**config.mk**
```make
export PLATFORM = sky130hd
export DESIGN_NAME = commit_ring_ctrl_flat
export DESIGN_NICKNAME = d
export VERILOG_FILES = /design/src/rtl/commit_ring_ctrl_if.sv /design/src/rtl/commit_ring_ctrl.sv /design/src/flat_wrapper.sv
export SDC_FILE = /design/constraint.sdc
export NUM_CORES = 1
export LEC_CHECK = 0
export CELL_PAD_IN_SITES_DETAIL_PLACEMENT = 0
export CELL_PAD_IN_SITES_GLOBAL_PLACEMENT = 2
export CORE_MARGIN = 2
export CORE_UTILIZATION = 38
export DETAILED_ROUTE_END_ITERATION = 10
export GPL_TIMING_DRIVEN = 0
export PLACE_DENSITY_LB_ADDON = 0.1
export SKIP_LAST_GASP = 1
export SYNTH_ARGS = -nofsm -noshare
export SYNTH_HDL_FRONTEND = slang
export SYNTH_SLANG_ARGS = --single-unit
```
**constraint.sdc**
```tcl
create_clock -name clk -period 20.3 [get_ports clk]
set_input_delay 2.03 -clock clk [delete_from_list [all_inputs] [get_ports clk]]
set_output_delay 2.03 -clock clk [all_outputs]
set_load 0.01 [all_outputs]
```
**src/rtl/commit_ring_ctrl_if.sv**
```systemverilog
// Bus between the rename/execute side and the commit-ring controller.
// The master drives allocation, completion and flush requests; the slave
// (the controller) returns the ring position and retirement feedback.
interface commit_ring_ctrl_if #(
    parameter int NCOMMIT  = 32,
    parameter int LNCOMMIT = 5
);
    logic [LNCOMMIT:0]   alloc_count;
    logic [NCOMMIT-1:0]  complete;
    logic                flush;
    logic [LNCOMMIT-1:0] flush_addr;

    logic [LNCOMMIT-1:0] next_start;
    logic [LNCOMMIT-1:0] current_start;
    logic [LNCOMMIT:0]   current_available;
    logic [NCOMMIT-1:0]  commit_done;
    logic [NCOMMIT-1:0]  commit_reg;
    logic [3:0]          commit_count;
    logic                empty;

    modport master (
        output alloc_count, complete, flush, flush_addr,
        input  next_start, current_start, current_available,
               commit_done, commit_reg, commit_count, empty
    );

    modport slave (
        input  alloc_count, complete, flush, flush_addr,
        output next_start, current_start, current_available,
               commit_done, commit_reg, commit_count, empty
    );
endinterface

```
**src/rtl/commit_ring_ctrl.sv**
```systemverilog
// Retire-side controller for the circular commit-station ring.
// Tracks head/tail/count plus per-entry valid and done flags, retires up to
// NRETIRE completed entries per clock in program order, and trims the ring
// back to a flushing branch. All outputs come from registered state only.
module commit_ring_ctrl #(
    parameter int NCOMMIT  = 32,
    parameter int LNCOMMIT = 5,
    parameter int NRETIRE  = 4
) (
    input logic               clk,
    input logic               reset,
    commit_ring_ctrl_if.slave bus
);
    typedef logic [LNCOMMIT-1:0] idx_t;
    typedef logic [LNCOMMIT:0]   cnt_t;

    localparam cnt_t RING_SIZE = cnt_t'(NCOMMIT);

    idx_t               head_q, head_d;
    idx_t               tail_q, tail_d;
    cnt_t               count_q, count_d;
    logic [NCOMMIT-1:0] valid_q, valid_d;
    logic [NCOMMIT-1:0] done_q, done_d;

    logic [NCOMMIT-1:0] commit_mask;
    logic [3:0]         n_retire;
    logic               chain;
    idx_t               walk_idx;

    cnt_t               available;
    logic               flush_hit;
    logic               alloc_ok;
    idx_t               keep_span;

    assign available = RING_SIZE - count_q;
    assign flush_hit = bus.flush && valid_q[bus.flush_addr];
    assign alloc_ok  = (bus.alloc_count != '0) && !bus.flush && (bus.alloc_count <= available);
    // Distance from head to the flushing branch; entries further out are younger.
    assign keep_span = bus.flush_addr - head_q;

    // In-order retire walk: stop at the first entry that is not valid and done.
    always_comb begin
        // NOTE: every variable gets a default before any conditional write, so no latch is inferred.
        commit_mask = '0;
        n_retire    = '0;
        chain       = 1'b1;
        walk_idx    = head_q;
        for (int i = 0; i < NRETIRE; i++) begin
            walk_idx = head_q + idx_t'(i);
            if (chain && valid_q[walk_idx] && done_q[walk_idx]) begin
                commit_mask[walk_idx] = 1'b1;
                n_retire              = n_retire + 4'd1;
            end else begin
                chain = 1'b0;
            end
        end
    end

    // Next-state: completion, retirement, then either flush trim or allocation.
    always_comb begin
        // Completions only land on live entries; retired entries are freed.
        done_d  = (done_q | (bus.complete & valid_q)) & ~commit_mask;
        valid_d = valid_q & ~commit_mask;
        head_d  = head_q + idx_t'(n_retire);
        tail_d  = tail_q;
        count_d = count_q - cnt_t'(n_retire);

        if (flush_hit) begin
            for (int i = 0; i < NCOMMIT; i++) begin
                if (idx_t'(idx_t'(i) - head_q) > keep_span) begin
                    valid_d[i] = 1'b0;
                    done_d[i]  = 1'b0;
                end
            end
            tail_d  = bus.flush_addr + idx_t'(1);
            count_d = {1'b0, keep_span} + cnt_t'(1) - cnt_t'(n_retire);
        end else if (alloc_ok) begin
            // Allocated stations are currently free, so no retire/complete overlap.
            for (int i = 0; i < NCOMMIT; i++) begin
                if ({1'b0, idx_t'(idx_t'(i) - tail_q)} < bus.alloc_count) begin
                    valid_d[i] = 1'b1;
                    done_d[i]  = 1'b0;
                end
            end
            tail_d  = tail_q + bus.alloc_count[LNCOMMIT-1:0];
            count_d = count_q - cnt_t'(n_retire) + bus.alloc_count;
        end
    end

    // State register with synchronous reset that overrides every input.
    always_ff @(posedge clk) begin
        if (reset) begin
            head_q  <= '0;
            tail_q  <= '0;
            count_q <= '0;
            // NOTE: the per-entry flags are control state and must reset, unlike a payload RAM.
            valid_q <= '0;
            done_q  <= '0;
        end else begin
            // NOTE: non-blocking assignments keep every flop updating from pre-edge values.
            head_q  <= head_d;
            tail_q  <= tail_d;
            count_q <= count_d;
            valid_q <= valid_d;
            done_q  <= done_d;
        end
    end

    assign bus.next_start        = tail_q;
    assign bus.current_start     = head_q;
    assign bus.current_available = available;
    assign bus.commit_done       = commit_mask;
    assign bus.commit_reg        = commit_mask;
    assign bus.commit_count      = n_retire;
    assign bus.empty             = (count_q == '0);
endmodule

```
**src/flat_wrapper.sv**
```systemverilog
// flat-port wrapper written by rule: the top's interface ports become plain ports
module commit_ring_ctrl_flat 
#(
    parameter int NCOMMIT  = 32,
    parameter int LNCOMMIT = 5,
    parameter int NRETIRE  = 4
)
  (clk, reset, bus_alloc_count, bus_complete, bus_flush, bus_flush_addr, bus_next_start, bus_current_start, bus_current_available, bus_commit_done, bus_commit_reg, bus_commit_count, bus_empty);
  commit_ring_ctrl_if #(.NCOMMIT(NCOMMIT), .LNCOMMIT(LNCOMMIT)) bus_i ();
  input logic clk;
  input logic reset;
  input wire logic [$bits(bus_i.alloc_count)-1:0] bus_alloc_count;
  input wire logic [$bits(bus_i.complete)-1:0] bus_complete;
  input wire logic [$bits(bus_i.flush)-1:0] bus_flush;
  input wire logic [$bits(bus_i.flush_addr)-1:0] bus_flush_addr;
  output wire logic [$bits(bus_i.next_start)-1:0] bus_next_start;
  output wire logic [$bits(bus_i.current_start)-1:0] bus_current_start;
  output wire logic [$bits(bus_i.current_available)-1:0] bus_current_available;
  output wire logic [$bits(bus_i.commit_done)-1:0] bus_commit_done;
  output wire logic [$bits(bus_i.commit_reg)-1:0] bus_commit_reg;
  output wire logic [$bits(bus_i.commit_count)-1:0] bus_commit_count;
  output wire logic [$bits(bus_i.empty)-1:0] bus_empty;
  assign bus_i.alloc_count = bus_alloc_count;
  assign bus_i.complete = bus_complete;
  assign bus_i.flush = bus_flush;
  assign bus_i.flush_addr = bus_flush_addr;
  assign bus_next_start = bus_i.next_start;
  assign bus_current_start = bus_i.current_start;
  assign bus_current_available = bus_i.current_available;
  assign bus_commit_done = bus_i.commit_done;
  assign bus_commit_reg = bus_i.commit_reg;
  assign bus_commit_count = bus_i.commit_count;
  assign bus_empty = bus_i.empty;
  commit_ring_ctrl #(.NCOMMIT(NCOMMIT), .LNCOMMIT(LNCOMMIT), .NRETIRE(NRETIRE)) u_core (.clk(clk), .reset(reset), .bus(bus_i));
endmodule
```
Yosys cells after proc, flatten, opt, wreduce, memory -nomap -nowiden
Index checks and enable logic that the tools add are counted.
{ "classes": {"add_sub_neg": 79, "n_mul": 0, "n_div": 0, "n_lt_le_gt_ge": 74, "eq_ne": 0, "shift": 0, "n_mux": 173, "bitwise": 8, "n_reduce_logical": 18} }
{ "ops": {"columns": ["cell", "count"], "rows": [
  ["$mux W32", 8],
  ["$lt A5 B6 Y1", 32],
  ["$gt A5 B5 Y1", 32],
  ["$sub A5 B5 Y5 const A", 32],
  ["$mux W1", 145],
  ["$or A32 B32 Y32", 4],
  ["$and A32 B32 Y32", 3],
  ["$sub A4 B5 Y5 const A", 16],
  ["$bmux W1 S5", 9],
  ["$sub A3 B5 Y5 const A", 8],
  ["$not A32 Y32", 1],
  ["$lt A5 B6 Y1 const B", 5],
  ["$demux W1 S5", 4],
  ["$ge A5 B1 Y1 const B", 4],
  ["$sub A1 B5 Y5 const A", 4],
  ["$sub A2 B5 Y5 const A", 4],
  ["$logic_and A1 B1 Y1", 14],
  ["$add A4 B1 Y4 const B", 3],
  ["$mux W4", 3],
  ["$mux W6", 2],
  ["$sub A6 B4 Y6", 2],
  ["$add A5 B1 Y5 const B", 2],
  ["$add A5 B2 Y5 const B", 2],
  ["$mux W5", 2],
  ["other kinds (11)", 11]
]} }
{ "word_totals": {"ff_bits": 80, "latchBits": 0, "ramBits": 0, "romBits": 0, "input_bits": 46, "output_inout_bits": 85, "wordCells": 357, "n_memories": 0} }

Logic depth before layout (Yosys ltp)
Gate-level depths: netlist of run 1.
{ "depth": {"word_depth": 18, "mapped_depth": 33, "mapped_depth_nobuf": 29} }

Worst setup path after synthesis of run 1
Ideal clock, no wire load.
{ "synth_path": {"path_type": "register to output", "start": "reg u_core.head_q[1], in the netlist u_core.bus.current_start[1]", "end": "out bus_commit_count[2]", "t_arrival_ns": 4.960, "required_time_ns": 18.270, "slack_ns": 13.310, "path_stages_with_launch": 22, "n_path_buf": 4, "path_cell_list": "dfxtp_1 -> clkbuf_1 -> inv_1 -> buf_2 -> ha_1 -> inv_1 -> clkbuf_1 -> mux4_2 -> nand2_1 -> nand2_2 -> a311oi_4 -> ha_1 -> nand3_1 -> o22a_1 -> a22o_1 -> a31oi_4 -> clkbuf_1 -> xor2_1 -> ha_1 -> nand2_1 -> xor2_1 -> nor2b_1"} }
{ "synth_via": {"elab_chain_len": 13, "word_cells_on_any_way": 36, "classes_between": "add/sub (6); mux (23); reduce/logical (7)"} }
{ "synth_rtl": {"columns": ["element", "line", "rtl"], "rows": [
  ["start, declared", "commit_ring_ctrl.sv:19", "idx_t head_q, head_d;"],
  ["start signal, assigned", "commit_ring_ctrl.sv:93", "head_q <= '0;"],
  ["start signal, assigned", "commit_ring_ctrl.sv:101", "head_q <= head_d;"],
  ["parallel branches: the longest is 12 deep, another holds $add A4 B1 Y4", null, null],
  ["$mux W4 *", "commit_ring_ctrl.sv:50", "if (chain && valid_q[walk_idx] && done_q[walk_idx]) begin"],
  ["end, declared", "flat_wrapper.sv:21", "output wire logic [$bits(bus_i.commit_count)-1:0] bus_commit_count;"]
]} }
Every way passes the cells marked *. The select of a mux whose other input is x is not followed.

Final worst setup path of run 1
{ "layout_path": {"start": "reg u_core.head_q[1], in the netlist u_core.bus.current_start[1]", "end": "out bus_commit_reg[11]"} }
{ "layout_via": {"elab_chain_len": 13, "word_cells_on_any_way": 56, "classes_between": "add/sub (3); order compare (8); mux (31); bitwise (3); reduce/logical (11)"} }
{ "layout_rtl": {"columns": ["element", "line", "rtl"], "rows": [
  ["parallel branches: the longest is 12 deep, another holds $lt A5 B6 Y1", null, null],
  ["$mux W32 *", "commit_ring_ctrl.sv:50", null],
  ["end, declared", "flat_wrapper.sv:20", "output wire logic [$bits(bus_i.commit_reg)-1:0] bus_commit_reg;"]
]} }
Marked as above.

==> results.toml, run 1 <==
[yosys]
synth_seq_cells = 80
synth_largest_area_cell = "ha_1"
synth_cells = 1438
yosys_most_used_dff = "dfxtp_1"
synth.distinct_cells = 83
yosysMostFrequentCell = "ha_1"
ys_top_cells_by_area = "ha_1 21%, dfxtp_1 14%, mux4_2 5.6%"
synth_top_area_share_pct = 21.2
syn_area_sq_um = 11600
ys_seq_area_share_pct = 13.8
synthTopCellsByCount = "196 x ha_1, 117 x a21oi_1, 115 x inv_1"
yosys_warnings = 0
synth_edf_count = 0
synth.avg_cell_area_sq_um = 8.05
synth-async-reset-ratio_pct = 0

[clock_network]
cts_max_path_buffers = 2
hold_buffers = 0
numCtsBuffers = 9
cts_setup_buffers = 0
cts-root-buf = "clkbuf_16"
path_clk_slew_ps = 70
numClockSinks = 80
ctsHtreeMaxLevel = 3
tritoncts = "done"
insertion_delay_ps = 360
cts_resized = 0

[power]
max-vdd-ir-drop_uv = 89.0
cellPowerDensity_nw_per_um2 = 114
power_mw = 1.56
p_leak_nw = 5.92

[cells_and_area]
drive_gt1_share_pct = 8.06
syn_to_final_growth_pct = 18.5
final_core_util_pct = 46.0
n_antenna_cell = 0
register_area_sq_um = 1600
multiInputGateArea_sq_um = 9000
nNetsFinal = 1832
fill_cells = 3064

[detailed_routing]
ant_nets = 0
routed_wl_um = 51900
drt-pass1-iter-count = 6
drt_iter0_drc = 1202
routedWlPerCell_um = 26.2
via_per_inst = 6.14
via_count = 12200
post-route-drc-count = 0

[setup_path]
start_kind = "flip-flop"
crit_fanout = 17
cp-end-kind = "output port"
r2r_setup_slack_ps = 10930
cp.arrival_ps = 8180
critical_path_required_ps = 18270
criticalPathCategory = "flip-flop to output port"
r2r-start = "u_core.bus.current_start[1]"
rr_endpoint = "u_core.count_q[5]"
r2r_cells = 30

[global_routing]
globalRoute.totalOverflow = 0
grt_usage_pct = 32.7
grt_pass1_wl_um = 75700
grt_max_degree = 33
antenna_found_initial = 0
grt_pass1_vias = 11500

[sta]
period_share_pct = 50.3
post-route-min-period_ps = 10210
slew_headroom_pct = 5.19
hold_viol = 0
setup_tns_ps = 0
setup_slack_ps = 10090
clock_skew_ps = 16.8
hold_ws_ps = 487
worst_pin_slew_ps = 1410
drv_slew = 0
finalSetupViolCount = 0
fmax_mhz = 98.0
rsz0062_at_grt = "no"

[floorplanning]
start_util_pct = 38.8
core_sq_um = 29800
num_rows = 63
io-pin-count = 131
dieArea_sq_um = 31900
die_h_um = 179
fp.dieW_um = 179

[worst_hold_path]
hp-start = "u_core.valid_q[27]"
whs_endpoint = "u_core.valid_q[27]"
hold_path_class = "flip-flop to flip-flop"
hold_depth = 2

[placed_design]
routabilityCongestion = 0.971
place_worst_setup_slack_ps = 10580
portBuffers = 129
dp_hpwl_um = 42100

[job]
drv_cap = 0

[outcome]
outcome = "finished, final reports clean"
## stage by stage
stage	instance area, sq um	std cells
6_report	13700	1978
5_1_grt	13700	1978
4_1_cts	13700	1978
3_5_place_dp	13400	1962
3_3_place_gp	13400	1959
2_1_floorplan	11600	1440
## layout make-up
type / instances / area share (%)
Inverter: 122 / 3.39
Multi-Input combinational cell: 1143 / 65.6
Clock buffer: 9 / 1.64
Sequential cell: 80 / 11.7
Buffer: 95 / 3.88
Clock inverter: 7 / 0.629
Timing Repair Buffer: 132 / 9.66
Tap cell: 390 / 3.56
## registers in the layout, indices dropped and copies added (netlist names)
signal / cells
u_core.bus.next_start: 5
u_core.bus.current_start: 5
u_core.valid_q: 32
u_core.count_q: 6
u_core.done_q: 32
## cells by family after synthesis
group,share of synthesized area (%)
other cells,0.0649
buf+inv,8.62
compound gates,25.7
xor+xnor,6.42
simple gates,15.6
fa+ha+maj,22.4
flops,13.8
mux,7.27
## routing by layer
metal	track usage [%]	up-vias	share of wire [%]
met5	0	-	0
met4	9.89	0	3.0
met3	4.45	74	7.6
met2	49.7	528	43
met1	47.6	5966	46
li1	-	5582	-
## cell usage in the layout (no fill, tap or decap), drive strengths merged, types with 10 or more instances in the layout
cell type        n
a211oi          14
a21o            77
a21oi          117
a31oi           14
a41o            15
and2            10
buf             64
clkbuf          43
clkdlybuf4s50  129
dfxtp           80
ha             196
inv            121
mux2i           11
mux4            29
nand2          115
nand3           39
nand4           20
nor2            93
nor3            16
nor3b           11
nor4            12
nor4b           14
o211ai          12
o21ai           73
o22ai           16
o32ai           12
xnor2           60
xor2            24
## report_power, final
group / switching [mW] / leakage, nW / internal, mW
clock: 0.0801 / 0.144 / 0.0980
sequential: 0.0723 / 0.657 / 0.211
combinational: 0.646 / 5.12 / 0.453
## worst max-delay path, stage by stage (launching register included)
cell and delay (ps):
dfxtp_1 690, clkbuf_1 530, inv_1 170, buf_2 330, ha_1 600, a211oi_1 100, mux2_1 350, a2111oi_2 680
nand2_2 310, a311oi_4 510, ha_1 350, nand3_1 100, o22a_1 240, o22a_1 250, a31oi_4 340, nand3_1 300
o31ai_1 1160, buf_4 250, clkdlybuf4s50_1 530
## worst max-delay path by stage
stage	start	end	depth (start not counted)
6_report	u_core.bus.current_start[1]	bus_commit_reg[11]	18
4_1_cts	u_core.bus.current_start[1]	bus_commit_reg[21]	20
3_3_place_gp	u_core.bus.current_start[1]	bus_commit_reg[21]	20
5_1_grt	u_core.bus.current_start[1]	bus_commit_reg[23]	20
2_1_floorplan	u_core.bus.current_start[1]	bus_commit_count[2]	21
3_5_place_dp	u_core.bus.current_start[1]	bus_commit_reg[21]	20
No activity file was read; power rests on OpenSTA's default activity.
==> run 2, diff against run 1 <==
--- a/config.mk
+++ b/config.mk
@@ -8,7 +8,7 @@
 export CELL_PAD_IN_SITES_DETAIL_PLACEMENT = 0
 export CELL_PAD_IN_SITES_GLOBAL_PLACEMENT = 2
 export CORE_MARGIN = 2
-export CORE_UTILIZATION = 38
+export CORE_UTILIZATION = 32
 export DETAILED_ROUTE_END_ITERATION = 10
 export GPL_TIMING_DRIVEN = 0
 export PLACE_DENSITY_LB_ADDON = 0.1
==> constraint.sdc (replaced) <==
create_clock -name clk -period 8.3 [get_ports clk]
set_input_delay 0.83 -clock clk [delete_from_list [all_inputs] [get_ports clk]]
set_output_delay 0.83 -clock clk [all_outputs]
set_load 0.01 [all_outputs]
==> run 2 against run 1 <==
  * Routed wire length grew 6.1%
  * Worst setup slack lost 9800 ps
  * Critical path depth is the same
  * Clock skew shrank 4.5 ps
  * Final area grew 1.1%
  * Sequential power grew 140%
  * Non-clock buffer count grew 1
  * Final cell count grew 3.6%
  * Worst hold slack gained 13 ps
  * Die area grew 18%
  * Sequential share of layout area shrank 0.079 points
  * Utilization shrank 7.1 points
  * Largest power group unchanged
  * Highest routed layer unchanged
==> results.toml, run 2 (synthesized netlist as in run 1, its figures left out) <==
[sta]
drv_slew = 0
hold_ws_ps = 501
worst_pin_slew_ps = 1370
setup_slack_ps = 343
setup_tns_ps = 0
post-route-min-period_ps = 7960
period_share_pct = 95.9
finalSetupViolCount = 0
fmax_mhz = 126
hold_viol = 0
rsz0062_at_grt = "no"
clock_skew_ps = 12.3
slew_headroom_pct = 7.95

[global_routing]
grt_max_degree = 33
grt_pass1_wl_um = 79500
antenna_found_initial = 0
globalRoute.totalOverflow = 0
grt_usage_pct = 28.6
grt_pass1_vias = 11400

[outcome]
outcome = "finished, final reports clean"

[clock_network]
insertion_delay_ps = 370
cts_max_path_buffers = 2
ctsHtreeMaxLevel = 3
cts-root-buf = "clkbuf_16"
path_clk_slew_ps = 70
tritoncts = "done"
numCtsBuffers = 9
numClockSinks = 80

[setup_path]
r2r-start = "u_core.bus.current_start[1]"
r2r_setup_slack_ps = 410
crit_fanout = 17
criticalPathCategory = "flip-flop to output port"
slowest_stage = "o31ai_1"
max_stage_delay_ps = 1110
cp.arrival_ps = 7130
r2r_cells = 32
start_kind = "flip-flop"
rr_endpoint = "u_core.count_q[5]"
critical_path_required_ps = 7470
cp-end-kind = "output port"
worstPathCellList = "clkbuf_4 -> inv_1 -> clkbuf_4 -> ha_4 -> a211oi_1 -> mux2_1 -> a2111oi_4 -> nand2_2 -> a311oi_4 -> ha_2 -> nand3_1 -> o22a_1 -> a22o_1 -> a31oi_4 -> nand3_1 -> o31ai_1 -> buf_4 -> clkdlybuf4s50_1"

[cells_and_area]
final_cell_mix = "194 x ha_1, 129 x clkdlybuf4s50_1, 117 x a21oi_1, 115 x inv_1, 114 x nand2_1"
register_area_sq_um = 1610
top_regs = "u_core.done_q (32), u_core.valid_q (32), u_core.count_q (6)"
nNetsFinal = 1833
drive_gt1_share_pct = 8.87
syn_to_final_growth_pct = 19.8
fill_cells = 3756
finalNonFillerCells = 2050
final_common_cell = "ha_1"
n_antenna_cell = 0
multiInputGateArea_sq_um = 9060

[detailed_routing]
routed_wl_um = 55000
drt-pass1-iter-count = 7
ant_nets = 0
post-route-drc-count = 0
routedWlPerCell_um = 26.8
drt_iter0_drc = 925
via_count = 11900
via_per_inst = 5.80

[floorplanning]
core_sq_um = 35600
fp.dieW_um = 194
io-pin-count = 131
num_rows = 69
start_util_pct = 32.5
die_h_um = 194
dieArea_sq_um = 37700

[placed_design]
routabilityCongestion = 0.928
dp_hpwl_um = 45000
portBuffers = 129
place_inst = 2033
place_worst_setup_slack_ps = -1250

[job]
drv_cap = 0

[power]
p_leak_nw = 5.93
cellPowerDensity_nw_per_um2 = 274
max-vdd-ir-drop_uv = 168

[worst_hold_path]
hold_path_class = "flip-flop to flip-flop"
whs_endpoint = "u_core.valid_q[24]"
hp-start = "u_core.valid_q[24]"
hold_depth = 2
==> run 2: layout make-up <==
| type | count | area share (%) |
|---|---|---|
| multi-input combinational | 1143 | 65.3 |
| clock buffer | 10 | 1.65 |
| clock inverter | 6 | 0.334 |
| tap | 461 | 4.16 |
| timing repair buffer | 133 | 9.64 |
| inverter | 122 | 3.38 |
| buffer | 95 | 3.92 |
| sequential | 80 | 11.6 |
==> run 2: through the flow <==
| step | total power, mW | cell area (sq um) | util, % |
|---|---|---|---|
| floorplan | 2.46 | 11600 | - |
| global placement | 3.33 | 13500 | 37.8 |
| detailed placement | 3.37 | 13500 | 38.0 |
| CTS | 3.79 | 13800 | 38.8 |
| global route | 4.15 | 13900 | 39.0 |
| finish | 3.80 | 13900 | 39.0 |
==> run 2: worst max-delay path by stage <==
stage / endpoint / from / slack, ps
final: bus_commit_reg[11] / u_core.bus.current_start[1] / 340
after detailed placement: u_core.count_q[5] / u_core.bus.current_start[1] / -1250
after floorplan: u_core.count_q[5] / u_core.bus.current_start[1] / 1320
after global placement: u_core.count_q[5] / u_core.bus.current_start[1] / -1360
after CTS: bus_commit_reg[11] / u_core.bus.current_start[1] / 3
after global routing: u_core.count_q[5] / u_core.bus.current_start[1] / 20
==> run 2: what timing repair did <==
| item | in CTS | in global routing |
|---|---|---|
| pin swaps | 1 | 1 |
| endpoints found under the setup margin | 62 | 11 |
| resized for setup | 9 | 13 |
| setup buffers | 1 | 0 |
| hold buffers | 0 | 0 |
==> run 2: worst max-delay path, delay by kind of cell, from the launching register on <==
| kind | cells | cell delay (ps) |
|---|---|---|
| adder cells (fa/ha/maj) | 2 | 750 |
| AO/OA/AOI/OAI | 7 | 2910 |
| AND/OR/NAND/NOR | 3 | 710 |
| buffers and inverters | 5 | 1490 |
| flip-flops | 1 | 480 |
| multiplexers | 1 | 370 |
==> run 2: layer usage <==
metal  global-route usage [%]  vias up  part of all wire, %  wire, um
li1                         -     5580                    -         -
met1                     37.5     5772                   45     24500
met2                     47.0      446                   46     25100
met3                     4.94       89                  6.0      3330
met4                     10.6        0                  3.9      2120
met5                        0        -                    0         0
==> run 2: power breakdown <==
group          internal (mW)  total [mW]  switching, mW
Sequential             0.517       0.691          0.175
Combinational           1.12        2.72           1.60
Clock                  0.204       0.396          0.192
Total                   1.84        3.80           1.97
